## config.mk

```make
export PLATFORM = sky130hd
export DESIGN_NAME = param_seq_detector
export DESIGN_NICKNAME = d
export VERILOG_FILES = /design/src/rtl/param_seq_detector_pkg.sv /design/src/rtl/seq_window_cmp.sv /design/src/rtl/param_seq_detector.sv
export SDC_FILE = /design/constraint.sdc
export NUM_CORES = 1
export LEC_CHECK = 0
export CORE_MARGIN = 2
export CORE_UTILIZATION = 40
export CTS_BUF_LIST = sky130_fd_sc_hd__clkbuf_8
export DETAILED_ROUTE_END_ITERATION = 12
export PLACE_DENSITY_LB_ADDON = 0.3
export SLEW_MARGIN = 10
export SYNTH_ARGS = -nofsm -noshare
export SYNTH_HDL_FRONTEND = slang
export SYNTH_SLANG_ARGS = --single-unit
```

## constraint.sdc

```tcl
create_clock -name clk -period 3.76 [get_ports clk]
set_clock_uncertainty 0.05 [all_clocks]
set_input_delay 0.752 -clock clk [delete_from_list [all_inputs] [get_ports clk]]
set_output_delay 0.752 -clock clk [all_outputs]
set_load 0.005 [all_outputs]
```

## src/rtl/param_seq_detector_pkg.sv

```systemverilog
// Shared types for the programmable serial pattern detector.
// Holds the FSM state encoding and the pattern-length legality check.
package param_seq_detector_pkg;

   localparam int STATE_W = 2;

   typedef enum logic [STATE_W-1:0] {
      UNCFG = 2'd0,
      FILL  = 2'd1,
      RUN   = 2'd2
   } state_t;

   // A pattern length is usable only if it selects at least one stored symbol.
   function automatic logic len_legal(input int len, input int max_len);
      return (len >= 1) && (len <= max_len);
   endfunction

endpackage

```

## src/rtl/seq_window_cmp.sv

```systemverilog
// Combinational compare of the newest len symbols of the history window
// against the loaded pattern; symbols at or above len are don't-care.
module seq_window_cmp #(
   parameter int SYM_W   = 1,
   parameter int MAX_LEN = 8,
   parameter int LEN_W   = 4
) (
   input  logic [MAX_LEN*SYM_W-1:0] hist,
   input  logic [MAX_LEN*SYM_W-1:0] pattern,
   input  logic [LEN_W-1:0]         len,
   output logic                     match
);

   always_comb begin
      match = 1'b1;
      for (int k = 0; k < MAX_LEN; k++) begin
         if ((k < int'(len)) &&
             (hist[k*SYM_W +: SYM_W] != pattern[k*SYM_W +: SYM_W])) begin
            match = 1'b0;
         end
      end
   end

endmodule

```

## src/rtl/param_seq_detector.sv

```systemverilog
// Runtime-programmable serial pattern detector with overlap control,
// registered detect pulse, saturating match counter and config-error pulse.
module param_seq_detector
   import param_seq_detector_pkg::*;
#(
   parameter int SYM_W   = 1,
   parameter int MAX_LEN = 8,
   parameter int CNT_W   = 16
) (
   input  logic                         clk,
   input  logic                         rst,
   input  logic                         en,
   input  logic                         in_valid,
   input  logic [SYM_W-1:0]             in_sym,
   input  logic                         cfg_load,
   input  logic [MAX_LEN*SYM_W-1:0]     cfg_pattern,
   input  logic [$clog2(MAX_LEN+1)-1:0] cfg_len,
   input  logic                         cfg_overlap,
   output logic                         detected,
   output logic [CNT_W-1:0]             match_count,
   output logic                         cfg_err
);

   localparam int LEN_W  = $clog2(MAX_LEN+1);
   localparam int HIST_W = MAX_LEN*SYM_W;

   state_t              state;
   logic [HIST_W-1:0]   pattern;
   logic [HIST_W-1:0]   hist;
   logic [HIST_W-1:0]   hist_shift;
   logic [LEN_W-1:0]    len;
   logic [LEN_W-1:0]    fill;
   logic [LEN_W-1:0]    fill_inc;
   logic                overlap;
   logic                accept;
   logic                win_match;
   logic                match;
   logic                cfg_legal;

   // Matching is judged on the window as it will look after this symbol shifts in.
   assign hist_shift = {hist[HIST_W-SYM_W-1:0], in_sym};
   assign fill_inc   = (fill >= len) ? len : fill + LEN_W'(1);
   assign cfg_legal  = len_legal(int'(cfg_len), MAX_LEN);
   assign accept     = en && in_valid && (state != UNCFG) && !cfg_load;
   assign match      = accept && win_match && (fill_inc == len);

   seq_window_cmp #(
      .SYM_W   (SYM_W),
      .MAX_LEN (MAX_LEN),
      .LEN_W   (LEN_W)
   ) u_cmp (
      .hist    (hist_shift),
      .pattern (pattern),
      .len     (len),
      .match   (win_match)
   );

   always_ff @(posedge clk) begin
      if (rst) begin
         state       <= UNCFG;
         pattern     <= '0;
         len         <= '0;
         overlap     <= 1'b0;
         hist        <= '0;
         fill        <= '0;
         detected    <= 1'b0;
         match_count <= '0;
         cfg_err     <= 1'b0;
      end else begin
         detected <= 1'b0;
         cfg_err  <= 1'b0;
         // Config path is deliberately not gated by en.
         if (cfg_load) begin
            if (cfg_legal) begin
               pattern     <= cfg_pattern;
               len         <= cfg_len;
               overlap     <= cfg_overlap;
               hist        <= '0;
               fill        <= '0;
               match_count <= '0;
               state       <= FILL;
            end else begin
               cfg_err <= 1'b1;
            end
         end else if (accept) begin
            hist <= hist_shift;
            if (match) begin
               detected <= 1'b1;
               if (match_count != '1) begin
                  match_count <= match_count + CNT_W'(1);
               end
               if (!overlap) begin
                  fill  <= '0;
                  state <= FILL;
               end else begin
                  fill  <= fill_inc;
                  state <= RUN;
               end
            end else begin
               fill <= fill_inc;
               if (fill_inc == len) begin
                  state <= RUN;
               end
            end
         end
      end
   end

endmodule

```

==> results of run 1 <==
-- flip-flops by register name, indices dropped and copies added (netlist names) --
name	count
match_count	16
pattern	8
hist	7
fill	4
len	4
state	2
cfg_err	1
detected	1
overlap	1
-- power by group through the flow --
stage,combinational [W],sequential [W],clock [W]
6_report,0.000105,0.000484,0.000315
3_3_place_gp,0.000104,0.000495,0
3_5_place_dp,0.000105,0.000495,0
2_1_floorplan,0.0000699,0.000491,0
5_1_grt,0.000118,0.000485,0.000337
4_1_cts,0.000106,0.000484,0.000320
-- metal layers --
| metal | wire length [um] | GRT usage [%] |
|---|---|---|
| met1 | 2590 | 25.3 |
| met2 | 2360 | 28.3 |
| met3 | 219 | 3.73 |
| met4 | 38 | 4.07 |
| met5 | 0 | 0 |
-- metrics by stage --
stage	worst slack, ns	power, W	cells
floorplan	1.01	0.000561	284
global placement	0.553	0.000598	384
detailed placement	0.494	0.000600	384
CTS	0.794	0.000909	391
global route	0.642	0.000941	391
finish	0.800	0.000903	391
-- cells in the mapped netlist (2+ instances only) --
cell	n
ha_1	6
nand2_1	55
nor3_1	9
a22o_1	4
o21ai_2	2
a21boi_0	2
xnor2_1	5
nor3b_1	2
or2_2	2
inv_1	7
nor2_1	14
mux2i_1	3
o2bb2ai_1	7
nand3_1	17
dfxtp_1	44
nand2b_1	7
o31ai_1	2
a21o_1	3
a21oi_1	28
buf_6	5
nor4_1	4
clkbuf_1	8
xor2_1	10
and3_1	5
o21ai_0	13
-- logic make-up after synthesis --
logic type	after synthesis	share of synthesized area (%)
XOR/XNOR	15	5.69
AND/OR/NAND/NOR	123	25.8
buffers and inverters	20	4.88
adder cells (fa/ha/maj)	6	3.25
flip-flops	44	38.2
AO/OA/AOI/OAI	73	20.9
multiplexers	3	1.30
-- worst max-delay path by stage --
stage	start	to	slack [ns]	depth (start not counted)
6_report	in_sym	match_count[15]	0.80	8
5_1_grt	in_sym	match_count[15]	0.64	8
4_1_cts	in_sym	match_count[15]	0.79	8
3_5_place_dp	in_sym	match_count[15]	0.49	8
3_3_place_gp	in_sym	match_count[15]	0.55	8
2_1_floorplan	in_sym	match_count[15]	1.01	9
-- critical path: stages --
cell and delay, ns:
clkdlybuf4s50_1 0.44, xor2_1 0.18, nor4_1 0.28, a21oi_1 0.07, a211o_2 0.34, or2_1 0.31, or3_4 0.46, o41ai_2 0.27
-- final cells by class --
class                      instances  area share [%]
multi-input combinational        220            46.8
sequential                        44            31.4
timing repair buffer              41            14.2
clock buffer                       7            3.43
tap                               72            3.21
inverter                           7           0.937
==> reports/results.tsv, run 1 <==
metric	value	unit
asyncSetResetFlopFracSynth	0	%
drt-vias-per-instance	5.26	
grt_pass1_vias	1970	
clock_insertion_delay_worst_skew	0.29	ns
cts_repair_resized_insts	0	
fp.dieArea	6390	um2
relSlewSlack	54.5	%
max_slew.worst_pin.slew	0.677	ns
synthToLayoutAreaGrowth	21.6	%
global_route.usage.total	18.0	%
comb_power_share	11.6	%
clock_sinks	44	
rrSetupSlack	0.98	ns
outcome	finished, final reports clean	
sw_frac_of_total	24.1	%
die_h	79.9	um
synth_unique_cells	45	
whs_path_depth	2	
fin_nets	344	
coreArea	5540	um2
most_frequent_cells_in_the_layout	55 x nand2_1, 44 x dfxtp_1, 36 x clkdlybuf4s50_1, 28 x a21oi_1, 17 x nand3_1	
ys_top_cells_by_area	dfxtp_1 38%, nand2_1 8.9%, a21oi_1 6.1%	
layout-drive-gt1-share	7.52	%
post-cts-setup-buffer-count	0	
whs_endpoint	pattern[1]	
sequential_cell_area_in_the_final_layout	881	um2
cellInternalPower	0.000686	W
yosys.area.top_type_share	38.2	%
finalMaxSlewViolations	0	
initial_core_util	41.6	%
timing.setup.critical_path_class	in2reg	
netlist_instances	284	
netlist.top_cell.by_area	dfxtp_1	
detailedRoute.firstPassIterationCount	4	
finalWorstPathRequiredPeriod	2.96	ns
required	3.92	ns
portBuffers	36	
worstPathMaxFanout	8	
wire_per_inst	13.3	um
placementRows	27	
post_synth_edffs	0	
place_area	2710	um2
root_driver	clkbuf_8	
detailroute.via_count	2056	
synth-seq-cells	44	
finish.utilization	50.6	%
clock_path_buffers	2	
htreeDepth	2	
power.ir.vdd_worst	219	uV
dp_hpwl	3890	um
synthesized_cell_area	2310	um2
endpoint_kind	register	
finalCritPeriodShare	78.7	%
postSynthNetCount	309	
gp_congestion	0.787	
drtIter0Drc	169	
clkTransAtPathRegs	0.08	ns
multi_input_logic_area	1310	um2
grt_start_max_net_pins	20	
r2r_cells	8	
grt_setup_unrepaired	false	
drt_wl_total	5210	um
report.final.setup_viol	0	
power.density_cell_area	322	nW/um2
hold_path_origin	pattern[1]	
post_synthesis_mean_instance_area	8.12	um2
critical_path.reg2reg.startpoint	len[3]	
fin_worst_hold_slack	0.419	ns
antenna_found_initial	0	
cts_tree	done	
floorplan.die.width	79.9	um
grt_pass1_wl	9220	um
ant_nets	0	
fmax	338	MHz
power_frac_seq	53.6	%
ioPinCount	37	
fill_cell_total_of_the_finished_layout	557	
hold_viol	0	
setup.worst_path.start_class	input port	
fin_tns_setup	0	ns
synth-warning-count	0	
ys_dominant_reg_cell	dfxtp_1	
power.clock.fraction	34.8	%
globalRoute.totalOverflow	0	
switchingPower	0.000217	W
cts_hold_repair.buffers	0	
post-route-cell-area	2810	um2
leading_cell_type_in_the_layout_fill_and_taps_excluded	nand2_1	
crit-reg2reg-capture	match_count[15]	
antenna_cells_inserted	0	
total_leakage_power	1.06	nW
drc_errors	0	
yosysSeqAreaShare	38.2	%
worst_hold_path_type	reg2reg	
cap_viol_max_count	0	
critical_path_arrival	3.12	ns
number_of_buffers_created_by_cts	5	
(Power assumes the default switching activity.)
==> inputs of run 2 (changes only) <==
==> constraint.sdc (replaced) <==
create_clock -name clk -period 2.8 [get_ports clk]
set_clock_uncertainty 0.05 [all_clocks]
set_input_delay 0.56 -clock clk [delete_from_list [all_inputs] [get_ports clk]]
set_output_delay 0.56 -clock clk [all_outputs]
set_load 0.005 [all_outputs]
==> reports/results.tsv, run 2 (same netlist as run 1, synthesis figures left out) <==
metric	value	unit
relSlewSlack	70.9	%
ant_nets	0	
grt_pass1_vias	2033	
drc_errors	0	
drtIter0Drc	161	
portBuffers	36	
reg.largest.list	match_count x16, pattern x8, hist x7	
drt_wl_total	5470	um
layout-drive-gt1-share	11.4	%
clkTransAtPathRegs	0.09	ns
most_frequent_cells_in_the_layout	55 x nand2_1, 44 x dfxtp_1, 36 x clkdlybuf4s50_1, 28 x a21oi_1, 18 x buf_4	
die_h	79.9	um
worstPathMaxFanout	5	
antenna_found_initial	0	
fmax	381	MHz
total_leakage_power	1.11	nW
number_of_buffers_created_by_cts	5	
required	2.98	ns
hold_viol	0	
antenna_cells_inserted	0	
fp.dieArea	6390	um2
finalWorstPathRequiredPeriod	2.62	ns
fin_worst_hold_slack	0.425	ns
wire_per_inst	13.5	um
critical_path_arrival	2.80	ns
register_bank_with_the_most_flops	match_count	
post-cts-setup-buffer-count	0	
detailedRoute.firstPassIterationCount	4	
total_power	0.00123	W
power.density_cell_area	424	nW/um2
worst_hold_path_type	reg2reg	
initial_core_util	41.6	%
leading_cell_type_in_the_layout_fill_and_taps_excluded	nand2_1	
detailroute.via_count	2165	
report.final.setup_viol	0	
cap_viol_max_count	0	
clock_sinks	44	
max_slew.worst_pin.slew	0.433	ns
grt_setup_unrepaired	false	
dp_hpwl	4050	um
setup.worst_path.start_class	input port	
fin_nets	357	
globalRoute.totalOverflow	0	
rrSetupSlack	0.27	ns
grt_pass1_wl	9530	um
placementRows	27	
largest_register_ffs	16	
cts_repair_resized_insts	0	
finalCritPeriodShare	93.7	%
grt_start_max_net_pins	19	
preCtsSetupSlack	-0.119	ns
coreArea	5540	um2
clock_path_buffers	2	
gp_congestion	0.845	
root_driver	clkbuf_8	
htreeDepth	2	
endpoint_kind	register	
global_route.usage.total	18.7	%
power.ir.vdd_worst	225	uV
synthToLayoutAreaGrowth	25.9	%
setup_slack	0.177	ns
fin_tns_setup	0	ns
timing.setup.critical_path_class	in2reg	
floorplan.die.width	79.9	um
outcome	finished, final reports clean	
drt-vias-per-instance	5.35	
finalMaxSlewViolations	0	
cts_hold_repair.buffers	0	
ioPinCount	37	
cts_tree	done	
clock_insertion_delay_worst_skew	0.30	ns
-- run 2: routing by layer --
metal	share of wire (%)	wire (um)	GRT usage, %	vias to the layer above
met4	1.6	89	6.95	0
li1	-	-	-	1095
met3	4.0	220	3.73	6
met2	43	2350	27.2	57
met1	51	2810	27.2	1007
met5	0	0	0	-
-- run 2: path summary, 6_finish.rpt --
path / cells after the start / startpoint / end
max reg2reg: 8 / fill[0] / match_count[4]
min reg2reg: 2 / state[1] / state[1]
max: 9 / in_sym / match_count[4]
min: 2 / state[1] / state[1]
-- run 2: worst max-delay path: stages --
cell and delay, ns:
clkdlybuf4s50_1 0.44, xor2_1 0.18, nor4_1 0.28, a21oi_1 0.07
a211o_2 0.33, or2_1 0.23, or3_4 0.41, buf_4 0.16
o2bb2ai_1 0.13
-- run 2: layout make-up --
type | count | area [um2]
fill | 538 | 2640
multi-input combinational | 220 | 1310
sequential | 44 | 881
timing repair buffer | 54 | 495
tap | 72 | 90.1
clock buffer | 6 | 82.6
inverter | 7 | 26.3
clock inverter | 2 | 15.0
-- run 2: where the power goes --
part	total, W	switching [W]	leakage (nW)	internal [W]
combinational	0.000155	0.0000800	0.713	0.0000745
sequential	0.000650	0.0000123	0.356	0.000637
clock	0.000426	0.000226	0.0434	0.000200
total	0.00123	0.000318	1.11	0.000912
-- run 2: through the flow --
| stage | std cells | utilization, % | instance area [um2] |
|---|---|---|---|
| after floorplan | 284 | - | 2310 |
| after global placement | 397 | 50.7 | 2810 |
| after detailed placement | 397 | 50.7 | 2810 |
| after CTS | 405 | 52.4 | 2900 |
| after global routing | 405 | 52.4 | 2900 |
| final | 405 | 52.4 | 2900 |
